**config.mk**
```make
export PLATFORM = sky130hd
export DESIGN_NAME = write_back_unit
export DESIGN_NICKNAME = d
export VERILOG_FILES = /design/src/rtl/wb_pkg.sv /design/src/rtl/wb_load_align.sv /design/src/rtl/write_back_unit.sv
export SDC_FILE = /design/constraint.sdc
export NUM_CORES = 1
export LEC_CHECK = 0
export ABC_AREA = 1
export CORE_UTILIZATION = 45
export CTS_CLUSTER_DIAMETER = 200
export CTS_CLUSTER_SIZE = 16
export DETAILED_ROUTE_END_ITERATION = 8
export PLACE_DENSITY = 0.87
export SLEW_MARGIN = 20
export SYNTH_ARGS = -nofsm -noshare
export SYNTH_HDL_FRONTEND = slang
export SYNTH_SLANG_ARGS = --single-unit
```
**constraint.sdc**
```tcl
create_clock -name clk -period 3.7 [get_ports clk]
set_clock_uncertainty 0.1 [all_clocks]
set_input_delay 0.555 -clock clk [delete_from_list [all_inputs] [get_ports clk]]
set_output_delay 0.555 -clock clk [all_outputs]
set_load 0.02 [all_outputs]
```
**src/rtl/wb_pkg.sv**
```systemverilog
// Shared opcode/funct3 encodings and the buffered write-back entry type.
package wb_pkg;

  // Entries are sized for the widest datapath; RV32 builds use the low half.
  localparam int XLEN_MAX = 64;

  localparam logic [6:0] OP_LOAD     = 7'b0000011;
  localparam logic [6:0] OP_STORE    = 7'b0100011;
  localparam logic [6:0] OP_BRANCH   = 7'b1100011;
  localparam logic [6:0] OP_JAL      = 7'b1101111;
  localparam logic [6:0] OP_JALR     = 7'b1100111;
  localparam logic [6:0] OP_OP       = 7'b0110011;
  localparam logic [6:0] OP_OP_IMM   = 7'b0010011;
  localparam logic [6:0] OP_OP_W     = 7'b0111011;
  localparam logic [6:0] OP_OP_IMM_W = 7'b0011011;
  localparam logic [6:0] OP_LUI      = 7'b0110111;
  localparam logic [6:0] OP_AUIPC    = 7'b0010111;
  localparam logic [6:0] OP_FENCE    = 7'b0001111;
  localparam logic [6:0] OP_SYSTEM   = 7'b1110011;

  localparam logic [2:0] F3_LB  = 3'b000;
  localparam logic [2:0] F3_LH  = 3'b001;
  localparam logic [2:0] F3_LW  = 3'b010;
  localparam logic [2:0] F3_LD  = 3'b011;
  localparam logic [2:0] F3_LBU = 3'b100;
  localparam logic [2:0] F3_LHU = 3'b101;
  localparam logic [2:0] F3_LWU = 3'b110;

  typedef struct packed {
    logic                we;
    logic [4:0]          rd;
    logic [XLEN_MAX-1:0] data;
  } wb_entry_t;

endpackage

```
**src/rtl/wb_load_align.sv**
```systemverilog
// Load data alignment and extension; flags bad funct3 and misaligned offsets.
module wb_load_align import wb_pkg::*; #(
  parameter int XLEN = 64
) (
  input  logic [XLEN-1:0]             raw,
  input  logic [$clog2(XLEN/8)-1:0]   offset,
  input  logic [2:0]                  funct3,
  output logic [XLEN-1:0]             data,
  output logic                        illegal,
  output logic                        misaligned
);
  localparam int OFF_W = $clog2(XLEN/8);

  logic [XLEN-1:0]  sh;
  logic [OFF_W-1:0] amask;

  assign sh = raw >> {offset, 3'b000};

  always_comb begin
    data       = '0;
    illegal    = 1'b0;
    misaligned = 1'b0;
    amask      = '0;
    case (funct3)
      F3_LB:  data = XLEN'($signed(sh[7:0]));
      F3_LBU: data = XLEN'(sh[7:0]);
      F3_LH:  begin data = XLEN'($signed(sh[15:0])); amask = OFF_W'(1); end
      F3_LHU: begin data = XLEN'(sh[15:0]);          amask = OFF_W'(1); end
      F3_LW:  begin data = XLEN'($signed(sh[31:0])); amask = OFF_W'(3); end
      F3_LWU: begin
        if (XLEN == 64) begin data = XLEN'(sh[31:0]); amask = OFF_W'(3); end
        else illegal = 1'b1;
      end
      F3_LD: begin
        if (XLEN == 64) begin data = sh; amask = OFF_W'(7); end
        else illegal = 1'b1;
      end
      default: illegal = 1'b1;
    endcase
    misaligned = !illegal && (|(offset & amask));
    if (illegal || misaligned) data = '0;
  end

endmodule

```
**src/rtl/write_back_unit.sv**
```systemverilog
// RV32/RV64 write-back stage: classifies retiring ops, buffers results in a
// small FIFO toward the register-file port, and exposes the head for forwarding.
module write_back_unit import wb_pkg::*; #(
  parameter int XLEN  = 64,
  parameter int DEPTH = 2,
  parameter int CNT_W = 32
) (
  input  logic                      clk,
  input  logic                      reset,
  input  logic                      in_valid,
  output logic                      in_ready,
  input  logic [6:0]                in_opcode,
  input  logic [2:0]                in_funct3,
  input  logic [4:0]                in_rd,
  input  logic [XLEN-1:0]           in_alu_result,
  input  logic [XLEN-1:0]           in_load_data,
  input  logic [$clog2(XLEN/8)-1:0] in_load_offset,
  input  logic [XLEN-1:0]           in_pc,
  output logic                      wb_en,
  output logic [4:0]                wb_reg,
  output logic [XLEN-1:0]           wb_data,
  input  logic                      wb_ready,
  output logic                      fwd_valid,
  output logic [4:0]                fwd_reg,
  output logic [XLEN-1:0]           fwd_data,
  output logic                      err_illegal,
  output logic                      err_misaligned,
  output logic [CNT_W-1:0]          retire_count
);
  localparam int PTR_W = $clog2(DEPTH);

  logic [XLEN-1:0] ld_data;
  logic            ld_illegal, ld_misaligned;

  wb_load_align #(.XLEN(XLEN)) u_align (
    .raw       (in_load_data),
    .offset    (in_load_offset),
    .funct3    (in_funct3),
    .data      (ld_data),
    .illegal   (ld_illegal),
    .misaligned(ld_misaligned)
  );

  // Entry formation
  logic            cls_we, cls_illegal, cls_misaligned;
  logic [XLEN-1:0] cls_data;
  wb_entry_t       new_ent;

  always_comb begin
    cls_we         = 1'b0;
    cls_data       = '0;
    cls_illegal    = 1'b0;
    cls_misaligned = 1'b0;
    case (in_opcode)
      OP_OP, OP_OP_IMM, OP_AUIPC, OP_LUI: begin
        cls_we   = 1'b1;
        cls_data = in_alu_result;
      end
      OP_OP_W, OP_OP_IMM_W: begin
        if (XLEN == 64) begin
          cls_we   = 1'b1;
          cls_data = XLEN'($signed(in_alu_result[31:0]));
        end else cls_illegal = 1'b1;
      end
      OP_LOAD: begin
        cls_we         = !ld_illegal && !ld_misaligned;
        cls_data       = ld_data;
        cls_illegal    = ld_illegal;
        cls_misaligned = ld_misaligned;
      end
      OP_JAL, OP_JALR: begin
        cls_we   = 1'b1;
        cls_data = in_pc + XLEN'(4);
      end
      OP_STORE, OP_BRANCH, OP_FENCE, OP_SYSTEM: ;
      default: cls_illegal = 1'b1;
    endcase
  end

  always_comb begin
    new_ent                 = '0;
    new_ent.we              = cls_we && (in_rd != 5'd0);
    new_ent.rd              = in_rd;
    new_ent.data[XLEN-1:0]  = cls_data;
  end

  // Result FIFO
  wb_entry_t        fifo [DEPTH];
  logic [PTR_W-1:0] wr_ptr, rd_ptr;
  logic [PTR_W:0]   count, count_nxt;
  logic             in_ready_q;
  wb_entry_t        head;
  logic             head_vld, push, pop;

  assign head     = fifo[rd_ptr];
  assign head_vld = (count != '0);
  assign push     = in_valid && in_ready_q;
  assign pop      = head_vld && (!head.we || wb_ready);

  always_comb begin
    count_nxt = count;
    case ({push, pop})
      2'b10:   count_nxt = count + (PTR_W+1)'(1);
      2'b01:   count_nxt = count - (PTR_W+1)'(1);
      default: ;
    endcase
  end

  always_ff @(posedge clk) begin
    if (push) fifo[wr_ptr] <= new_ent;
  end

  // in_ready comes from a flop so it stays low while reset is held
  always_ff @(posedge clk or negedge reset) begin
    if (!reset) begin
      wr_ptr         <= '0;
      rd_ptr         <= '0;
      count          <= '0;
      in_ready_q     <= 1'b0;
      err_illegal    <= 1'b0;
      err_misaligned <= 1'b0;
      retire_count   <= '0;
    end else begin
      if (push) wr_ptr <= wr_ptr + PTR_W'(1);
      if (pop) begin
        rd_ptr       <= rd_ptr + PTR_W'(1);
        retire_count <= retire_count + CNT_W'(1);
      end
      count          <= count_nxt;
      in_ready_q     <= (count_nxt < (PTR_W+1)'(DEPTH));
      err_illegal    <= push && cls_illegal;
      err_misaligned <= push && cls_misaligned;
    end
  end

  assign in_ready  = in_ready_q;
  assign wb_en     = head_vld && head.we;
  assign wb_reg    = wb_en ? head.rd : 5'd0;
  assign wb_data   = wb_en ? head.data[XLEN-1:0] : '0;
  assign fwd_valid = wb_en;
  assign fwd_reg   = wb_reg;
  assign fwd_data  = wb_data;

endmodule

```
==> Word-level counts from Yosys, hierarchy flattened <==
Memories as Yosys holds them, arrays and structs flattened.
Cells that the tools add are included.
{ "classes": {"n_addsub": 6, "order_cmp": 1, "n_eq_ne": 21, "shift": 1, "mux": 13, "bitwise": 1, "reduce_logical": 24} }
{ "op_table": {"columns": ["op", "n"], "rows": [
  ["case mux 64 bit (7 select lines)", 1],
  ["case mux 64 bit (4 select lines)", 1],
  ["two-way mux 64 bit", 2],
  ["adder 64 x 3 -> 64 bit, second input constant", 1],
  [">> shifter 64 x 6 -> 64 bit", 1],
  ["adder 32 x 1 -> 32 bit, second input constant", 1],
  ["== test 7 x 6 -> 1 bit, second input constant", 4],
  ["== test 7 bit, second input constant", 4],
  ["== test 7 x 5 -> 1 bit, second input constant", 3],
  ["OR reduction 12 bit", 1],
  ["== test 3 bit, second input constant", 3],
  ["case mux 3 bit (3 select lines)", 1],
  ["logical AND 1 bit", 8],
  ["OR reduction 2 bit", 4],
  ["OR reduction 8 bit", 1],
  ["== test 7 x 2 -> 1 bit, second input constant", 1],
  ["== test 7 x 4 -> 1 bit, second input constant", 1],
  ["OR reduction 7 bit", 1],
  ["== test 3 x 2 -> 1 bit, second input constant", 2],
  ["two-way mux 5 bit", 1],
  ["nonzero test 5 bit", 1],
  ["two-way mux 1 bit", 4],
  ["case mux 1 bit (2 select lines)", 2],
  ["case mux 2 bit (2 select lines)", 1],
  ["14 further kinds", 17]
]} }
{ "word_totals": {"ff_bits": 39, "mem_bits_rw": 140, "input_bits": 214, "out_inout_bits": 175, "elab_cells": 75, "n_memories": 1} }
{ "mem_list": {"columns": ["memory", "depth", "width", "rd", "rd_ports_with_merged_regs", "wr", "line", "text"], "rows": [
  ["fifo", 2, 70, 1, 0, 1, "write_back_unit.sv:88", "wb_entry_t fifo [DEPTH];"]
]} }

==> Depth between registers and ports, before layout <==
Gate-level depths: netlist of the first run.
{ "logic_depth": {"word_depth": 10, "ltp_mapped": 13, "ltp_nobuf": 12} }

==> Hierarchy <==
Synthesis of the first run repeated with hierarchy kept, for this count alone.
{ "hier_totals": {"cells_unflattened": 2186, "hier_area_um2": 14272.4} }
{ "by_module_without_submodules": {"columns": ["mod", "n_inst", "cells_each", "area_per_inst_um2", "seq_area_each_um2"], "rows": [
  ["write_back_unit", 1, 1550, 11502.3, 5180.0],
  ["wb_load_align", 1, 636, 2770.2, 0.0]
]} }

==> Worst setup path after synthesis of the first run <==
Ideal clock, no wire load.
{ "synth_timing": {"kind": "input to register", "from": "in in_valid", "to": "mem fifo[0][0] (netlist bit), enable pin", "setup_ps": 499, "arrival_time_ps": 3633, "slack_ps": -532, "stages": 2, "path_buffers": 0, "path_cell_list": "nand2_1 nor2_1"} }
{ "synth_via": {"elab_chain_cells": 3} }
{ "synth_rtl": {"columns": ["item", "line", "text"], "rows": [
  ["from (decl)", "write_back_unit.sv:10", "input logic in_valid,"],
  ["logical AND 1 bit", "write_back_unit.sv:97", "assign push = in_valid && in_ready_q;"],
  ["two-way mux 1 bit", "write_back_unit.sv:110", "if (push) fifo[wr_ptr] <= new_ent;"],
  ["two-way mux 1 bit (implied by the code)", "write_back_unit.sv:110", null],
  ["to (decl)", "write_back_unit.sv:88", null]
]} }
No other way between the ends.

==> Worst setup path after layout of the first run <==
{ "layout_timing": {"from": "reg rd_ptr", "to": "out fwd_data[56]"} }
{ "layout_via": {"elab_chain_cells": 3} }
{ "layout_rtl": {"columns": ["item", "line", "text"], "rows": [
  ["from (decl)", "write_back_unit.sv:89", "logic [PTR_W-1:0] wr_ptr, rd_ptr;"],
  ["from (signal assigned)", "write_back_unit.sv:126", "rd_ptr <= rd_ptr + PTR_W'(1);"],
  ["memory (2 x 70 bit) *", null, null],
  ["logical AND 1 bit", "write_back_unit.sv:137", "assign wb_en = head_vld && head.we;"],
  ["two-way mux 64 bit *", "write_back_unit.sv:139", "assign wb_data = wb_en ? head.data[XLEN-1:0] : '0;"],
  ["to (decl)", "write_back_unit.sv:25", "output logic [XLEN-1:0] fwd_data,"]
]} }
Mark *: on every way between the ends. The rest lies on a longest branch, timed or not.

==> results of run 1 <==
-- logic make-up (layout without fill, tap and decap cells) --
kind of cell	Yosys count	after routing	share of synthesized area (%)
AO/OA/AOI/OAI	260	260	10.6
XOR/XNOR	34	34	2.14
adder cells (fa/ha/maj)	3	3	0.270
buffers and inverters	303	610	11.4
flip-flops	179	179	37.3
AND/OR/NAND/NOR	1269	1269	38.4
-- final cells by class --
type | count | area [um^2]
Clock buffer | 18 | 429
Clock inverter | 14 | 161
Fill cell | 2783 | 11800
Inverter | 146 | 563
Multi-Input combinational cell | 1566 | 7160
Sequential cell | 179 | 5180
Tap cell | 390 | 488
Timing Repair Buffer | 432 | 4250
-- state kept, by name (all words and copies together), names as in the netlist --
register        cells
wr_ptr              1
retire_count       32
err_illegal         1
fifo              140
in_ready            1
rd_ptr              1
count               2
err_misaligned      1
-- power by group through the flow --
stage | Combinational (mW) | Sequential [mW] | Clock, mW
after CTS | 4.47 | 2.72 | 1.82
final | 4.51 | 2.72 | 1.82
after floorplan | 2.54 | 2.82 | 0
after detailed placement | 4.44 | 2.76 | 0
after global routing | 4.74 | 2.75 | 1.90
after global placement | 4.37 | 2.75 | 0
-- cells in the final DEF, fill, tap and decap left out, types with 4 or more instances in the layout --
cell             synthesis  final
nor3_1                  32     32
nor2_1                 195    192
inv_1                  140    140
a21o_1                   4      4
clkinv_8                 0      4
dfrtp_1                 39     38
o21ai_1                 38     38
edfxtp_1               140    140
nor2_2                   6      7
o21ai_0                 73     73
nand2_1                786    785
o21ai_2                 15     15
clkdlybuf4s50_1          0    386
buf_4                   75     40
nand3_2                  6      6
nand3b_1                 4      4
nand2_4                  4      4
nand3_1                161    161
inv_8                    0      4
nand4_1                 21     21
xor2_1                  23     23
and2_1                  11     11
nand2_2                 10     11
buf_12                   1      4
xnor2_1                 11     11
o21bai_1                14     14
o211ai_1                15     15
clkbuf_16                0     17
or2_2                   23     23
a21oi_1                 92     92
-- per-layer routing --
metal | global-route usage, % | wire length [um]
met1 | 53.6 | 25000
met2 | 60.6 | 27800
met3 | 8.01 | 7240
met4 | 14.6 | 2330
met5 | 0 | 0
-- per-stage QoR --
| stage | std cells | setup WS [ns] |
|---|---|---|
| after detailed placement | 2713 | 0.241 |
| after floorplan | 2048 | -0.532 |
| after global routing | 2745 | 0.147 |
| after CTS | 2745 | 0.250 |
| final | 2745 | 0.167 |
| after global placement | 2713 | 0.252 |
-- worst reg2reg max path, stage by stage (launching register included) --
cell and delay [ns]:
dfrtp_1 0.43, nand2_1 0.12, nor2_1 0.36, inv_1 0.14, nor4_1 0.69, nand2_1 0.11
nand2_1 0.09, nand2_1 0.05, nand2_1 0.05, nand2_1 0.05
-- worst paths after layout --
| path | to | slack (ns) | cells past startpoint | startpoint |
|---|---|---|---|---|
| setup / recovery | fwd_data[56] | 0.17 | 4 | rd_ptr |
| hold / removal | retire_count[16] | 0.15 | 1 | reset |
| setup reg to reg | retire_count[27] | 1.42 | 9 | retire_count[10] |
| hold reg to reg | retire_count[11] | 0.42 | 1 | retire_count[11] |
| max in group asynchronous | rd_ptr | 2.69 | 1 | reset |
| min in group clk | retire_count[11] | 0.42 | 1 | retire_count[11] |
==> run_results.csv, run 1 <==
group,metric,value,unit
outcome,status,"finished clean",
timing,slew_headroom,37.1,%
clock_network,ctsHoldBuffers,0,
layout,layout.nets,2559,
timing,slew_violations,0,
synth,seq_area_frac_synth,37.3,%
synth,netlist_top_cells_area,"edfxtp_1 (30%), nand2_1 (21%), dfrtp_1 (7.0%)",
timing,finalHoldViolCount,0,
power_and_ir_drop,combPwrFrac,49.8,%
setup_path,max_stage_delay,0.72,ns
placed_design,placed_area,17600,um^2
layout,postLayoutCellArea,18200,um^2
hold_path,hold_class,"in -> async",
setup_path,worst-path-buf-inv,2,
synth,syn-instance-count,2048,
layout,drive_gt1_share,6.58,%
detailed_routing,route.vias.total,15713,
timing,setup_viol,0,
die,start_util,46.3,%
setup_path,path_cells,"buf_4 -> nand2_1 -> a21oi_1 -> clkdlybuf4s50_1",
synth,synthFlopType,"edfxtp_1",
detailed_routing,wl_per_cell,22.7,um
die,io_pins,389,
detailed_routing,drt_iter0_drc,1838,
detailed_routing,routed_wl,62300,um
global_routing,overflow,0,
synth,synth_common_cells,"nand2_1 (786), nor2_1 (195), nand3_1 (161), edfxtp_1 (140), inv_1 (140)",
synth,yosysMostFrequentCell,"nand2_1",
timing,fin_tns_setup,0,ns
clock_network,cts_max_level,4,
setup_path,cp.required,3.04,ns
global_routing,first_global_vias,14332,
setup_path,critPathTopFamily,"buffers and inverters",
clock_network,cts.clk_slew.worst_paths,0.07,ns
global_routing,antenna_found_initial,0,
synth,synth_area_per_cell,6.79,um^2
clock_network,post-cts-setup-buffers,0,
setup_path,crit_arrival,2.88,ns
layout,postLayoutCoreUtil,60.7,%
die,core,30000,um^2
clock_network,numCtsBuffers,17,
timing,worst_pin_slew,0.944,ns
power_and_ir_drop,power.density,497,nW/um^2
die,die-area,31600,um^2
clock_network,postCtsResizedCells,0,
timing,max_freq,0.283,GHz
detailed_routing,drc,0,
synth,synth_top_cell_by_area,"edfxtp_1",
die,dieHeight,178,um
timing,holdWs,0.154,ns
power_and_ir_drop,power.total,9.05,mW
clock_network,clock_latency,0.44,ns
clock_network,cts_tree,"built",
synth,netlist_area,13900,um^2
power_and_ir_drop,ir_drop,0.502,mV
setup_path,critPathKind,"reg -> out",
detailed_routing,via_per_inst,5.72,
synth,synth_edf_count,140,
global_routing,grt_max_degree,71,
placed_design,gp_congestion,1.04,
detailed_routing,drtPass1Iterations,6,
setup_path,worstPathMaxFanout,69,
clock_network,ctsLongestPathBuffers,2,
die,rows,63,
global_routing,track_usage,39.1,%
power_and_ir_drop,p_clk_share,20.1,%
global_routing,grt_pass1_wl,89200,um
synth,synth-seq-cells,179,
synth,syn_nets,2265,
timing,grt_setup_unrepaired,"false",
flow_run,drv_cap,0,
detailed_routing,drtAntennaViolNets,0,
die,die_x,178,um
layout,num_antenna_cells,0,
synth,synth.distinct_cells,49,
clock_network,cts_sinks,179,
setup_path,critPathCaptureType,"output pin",
synth,async_flop_share,21.8,%
power_and_ir_drop,intPower,5.16,mW
power_and_ir_drop,power_switching,3.89,mW
synth,synth_top_area_share,30.2,%
synth,yosys_warnings,0,
placed_design,dp_hpwl,50600,um
power_and_ir_drop,seqPwrFrac,30.1,%
setup_path,crit_path_top_delay_cell,"clkdlybuf4s50_1",
power_and_ir_drop,leakage,7.43,nW
power_and_ir_drop,p_sw_share,43.0,%
layout,area_growth,31.2,%
setup_path,cp-start-kind,"flop",
placed_design,port_buffers,388,
clock_network,cts-root-buf,"clkbuf_16",
timing,min_period,3.53,ns
timing,min_period_over_period,95.5,%
Power figures use the tool's default switching activity.
==> run 2, diff against run 1 <==
- CORE_UTILIZATION: 45 -> 27
- PLACE_DENSITY: 0.87 -> 0.6
==> run 2 against run 1 <==
Clock power down 2%. Utilization down 24 points. Clock-buffer cell count fell by 1. Worst setup slack got worse by 0.0029 ns. First-iteration DRC count decreased by 47%. Maximum frequency about the same. Routed wire length grew 1.8%. Sequential share of layout area is 0.45 points lower. Non-clock buffer count down 7. Register-to-register slack improved by 0.13 ns. Cell count is 10% higher. Critical endpoint is now fwd_data[26]. Largest cell class unchanged.
==> run_results.csv, run 2 (synthesis results as in run 1) <==
group,metric,value,unit
global_routing,grt_max_degree,71,
setup_path,worstPathMaxFanout,63,
placed_design,dp.cells,2988,
layout,area_growth,33.3,%
placed_design,gp_congestion,0.950,
global_routing,overflow,0,
setup_path,critPathCaptureType,"output pin",
detailed_routing,via_per_inst,4.91,
hold_path,hold_class,"in -> async",
placed_design,port_buffers,388,
die,die_x,229,um
clock_network,cts_sinks,179,
clock_network,numCtsBuffers,17,
layout,postLayoutCellArea,18500,um^2
layout,layout.nets,2552,
setup_path,critPathKind,"reg -> out",
die,start_util,27.5,%
detailed_routing,route.vias.total,14837,
setup_path,reg2reg_slack,1.55,ns
die,dieHeight,229,um
timing,min_period_over_period,95.6,%
clock_network,cts.clk_slew.worst_paths,0.08,ns
timing,grt_setup_unrepaired,"false",
timing,max_freq,0.283,GHz
power_and_ir_drop,power.total,8.93,mW
clock_network,cts_max_level,4,
die,core,50500,um^2
power_and_ir_drop,ir_drop,0.329,mV
detailed_routing,routed_wl,63400,um
clock_network,cts_tree,"built",
layout,final_common_cell,"nand2_1",
clock_network,postCtsResizedCells,0,
layout,largest_reg_flops,140,
timing,worst_pin_slew,1.02,ns
timing,min_period,3.54,ns
die,die-area,52400,um^2
setup_path,crit_arrival,2.88,ns
layout,biggestRegsByFlops,"fifo x140, retire_count x32, count x2",
outcome,status,"finished clean",
layout,layout_common_cells,"nand2_1 (785), clkdlybuf4s50_1 (377), nor2_1 (192), nand3_1 (161)",
clock_network,ctsLongestPathBuffers,2,
power_and_ir_drop,leakage,7.42,nW
timing,holdWs,0.129,ns
die,io_pins,389,
flow_run,drv_cap,0,
layout,regMostFlops,"fifo",
die,rows,82,
detailed_routing,drtAntennaViolNets,0,
global_routing,track_usage,23.9,%
placed_design,placed_area,18000,um^2
timing,slew_headroom,31.0,%
placed_design,dp_hpwl,52500,um
global_routing,antenna_found_initial,5,
timing,slew_violations,0,
detailed_routing,drc,0,
timing,finalHoldViolCount,0,
layout,instances_no_fill,3021,
detailed_routing,drtPass1Iterations,7,
layout,drive_gt1_share,6.73,%
global_routing,first_global_vias,14480,
detailed_routing,drt_iter0_drc,968,
power_and_ir_drop,power.density,482,nW/um^2
detailed_routing,wl_per_cell,21.0,um
clock_network,post-cts-setup-buffers,0,
global_routing,grt_pass1_wl,92100,um
clock_network,ctsHoldBuffers,0,
timing,setup_viol,0,
setup_path,cp.required,3.04,ns
clock_network,cts-root-buf,"clkbuf_16",
clock_network,clock_latency,0.46,ns
setup_path,cp-start-kind,"flop",
==> run 2: report_power, final <==
group	leakage, nW	internal (mW)	switching [mW]
clock network	0.272	0.891	0.886
logic	5.30	1.71	2.72
registers	1.85	2.56	0.163
==> run 2: worst max-delay path: stages, from the launching register on <==
cell,delay [ns]
dfrtp_2,0.49
inv_2,0.11
nand2_1,0.05
nand2_1,0.13
nand2_2,0.18
buf_12,0.24
a21oi_1,0.46
clkdlybuf4s50_1,0.71
==> run 2: metrics by stage <==
step           util, %  setup slack (ns)  TNS [ns]
6_report          36.7             0.164         0
3_3_place_gp      35.6             0.446         0
2_1_floorplan        -            -0.532    -74.47
4_1_cts           36.7             0.124         0
3_5_place_dp      35.6             0.427         0
5_1_grt           36.7            0.0399         0
==> run 2: final cells by class <==
cell class                 count  area, um^2
antenna                        1        2.50
clock buffer                  17         425
clock inverter                15         141
fill                        5451       32000
inverter                     146         563
multi-input combinational   1566        7160
sequential                   179        5180
tap                          672         841
timing repair buffer         425        4210
==> run 2: routing by layer <==
metal  track usage, %  vias to the layer above  part of all wire (%)
met4             8.56                        6                   3.3
met2             41.6                      548                    50
met3             3.62                       78                   4.7
met5                0                        -                 0.061
met1             29.9                     7046                    42
li1                 -                     7159                     -
==> run 2: final timing paths <==
check	startpoint	to	depth (start not counted)
max	rd_ptr	fwd_data[26]	7
min	reset	retire_count[14]	1
max reg2reg	rd_ptr	retire_count[21]	9
min reg2reg	retire_count[13]	retire_count[13]	1
max in group asynchronous	reset	rd_ptr	1
min in group clk	retire_count[13]	retire_count[13]	1
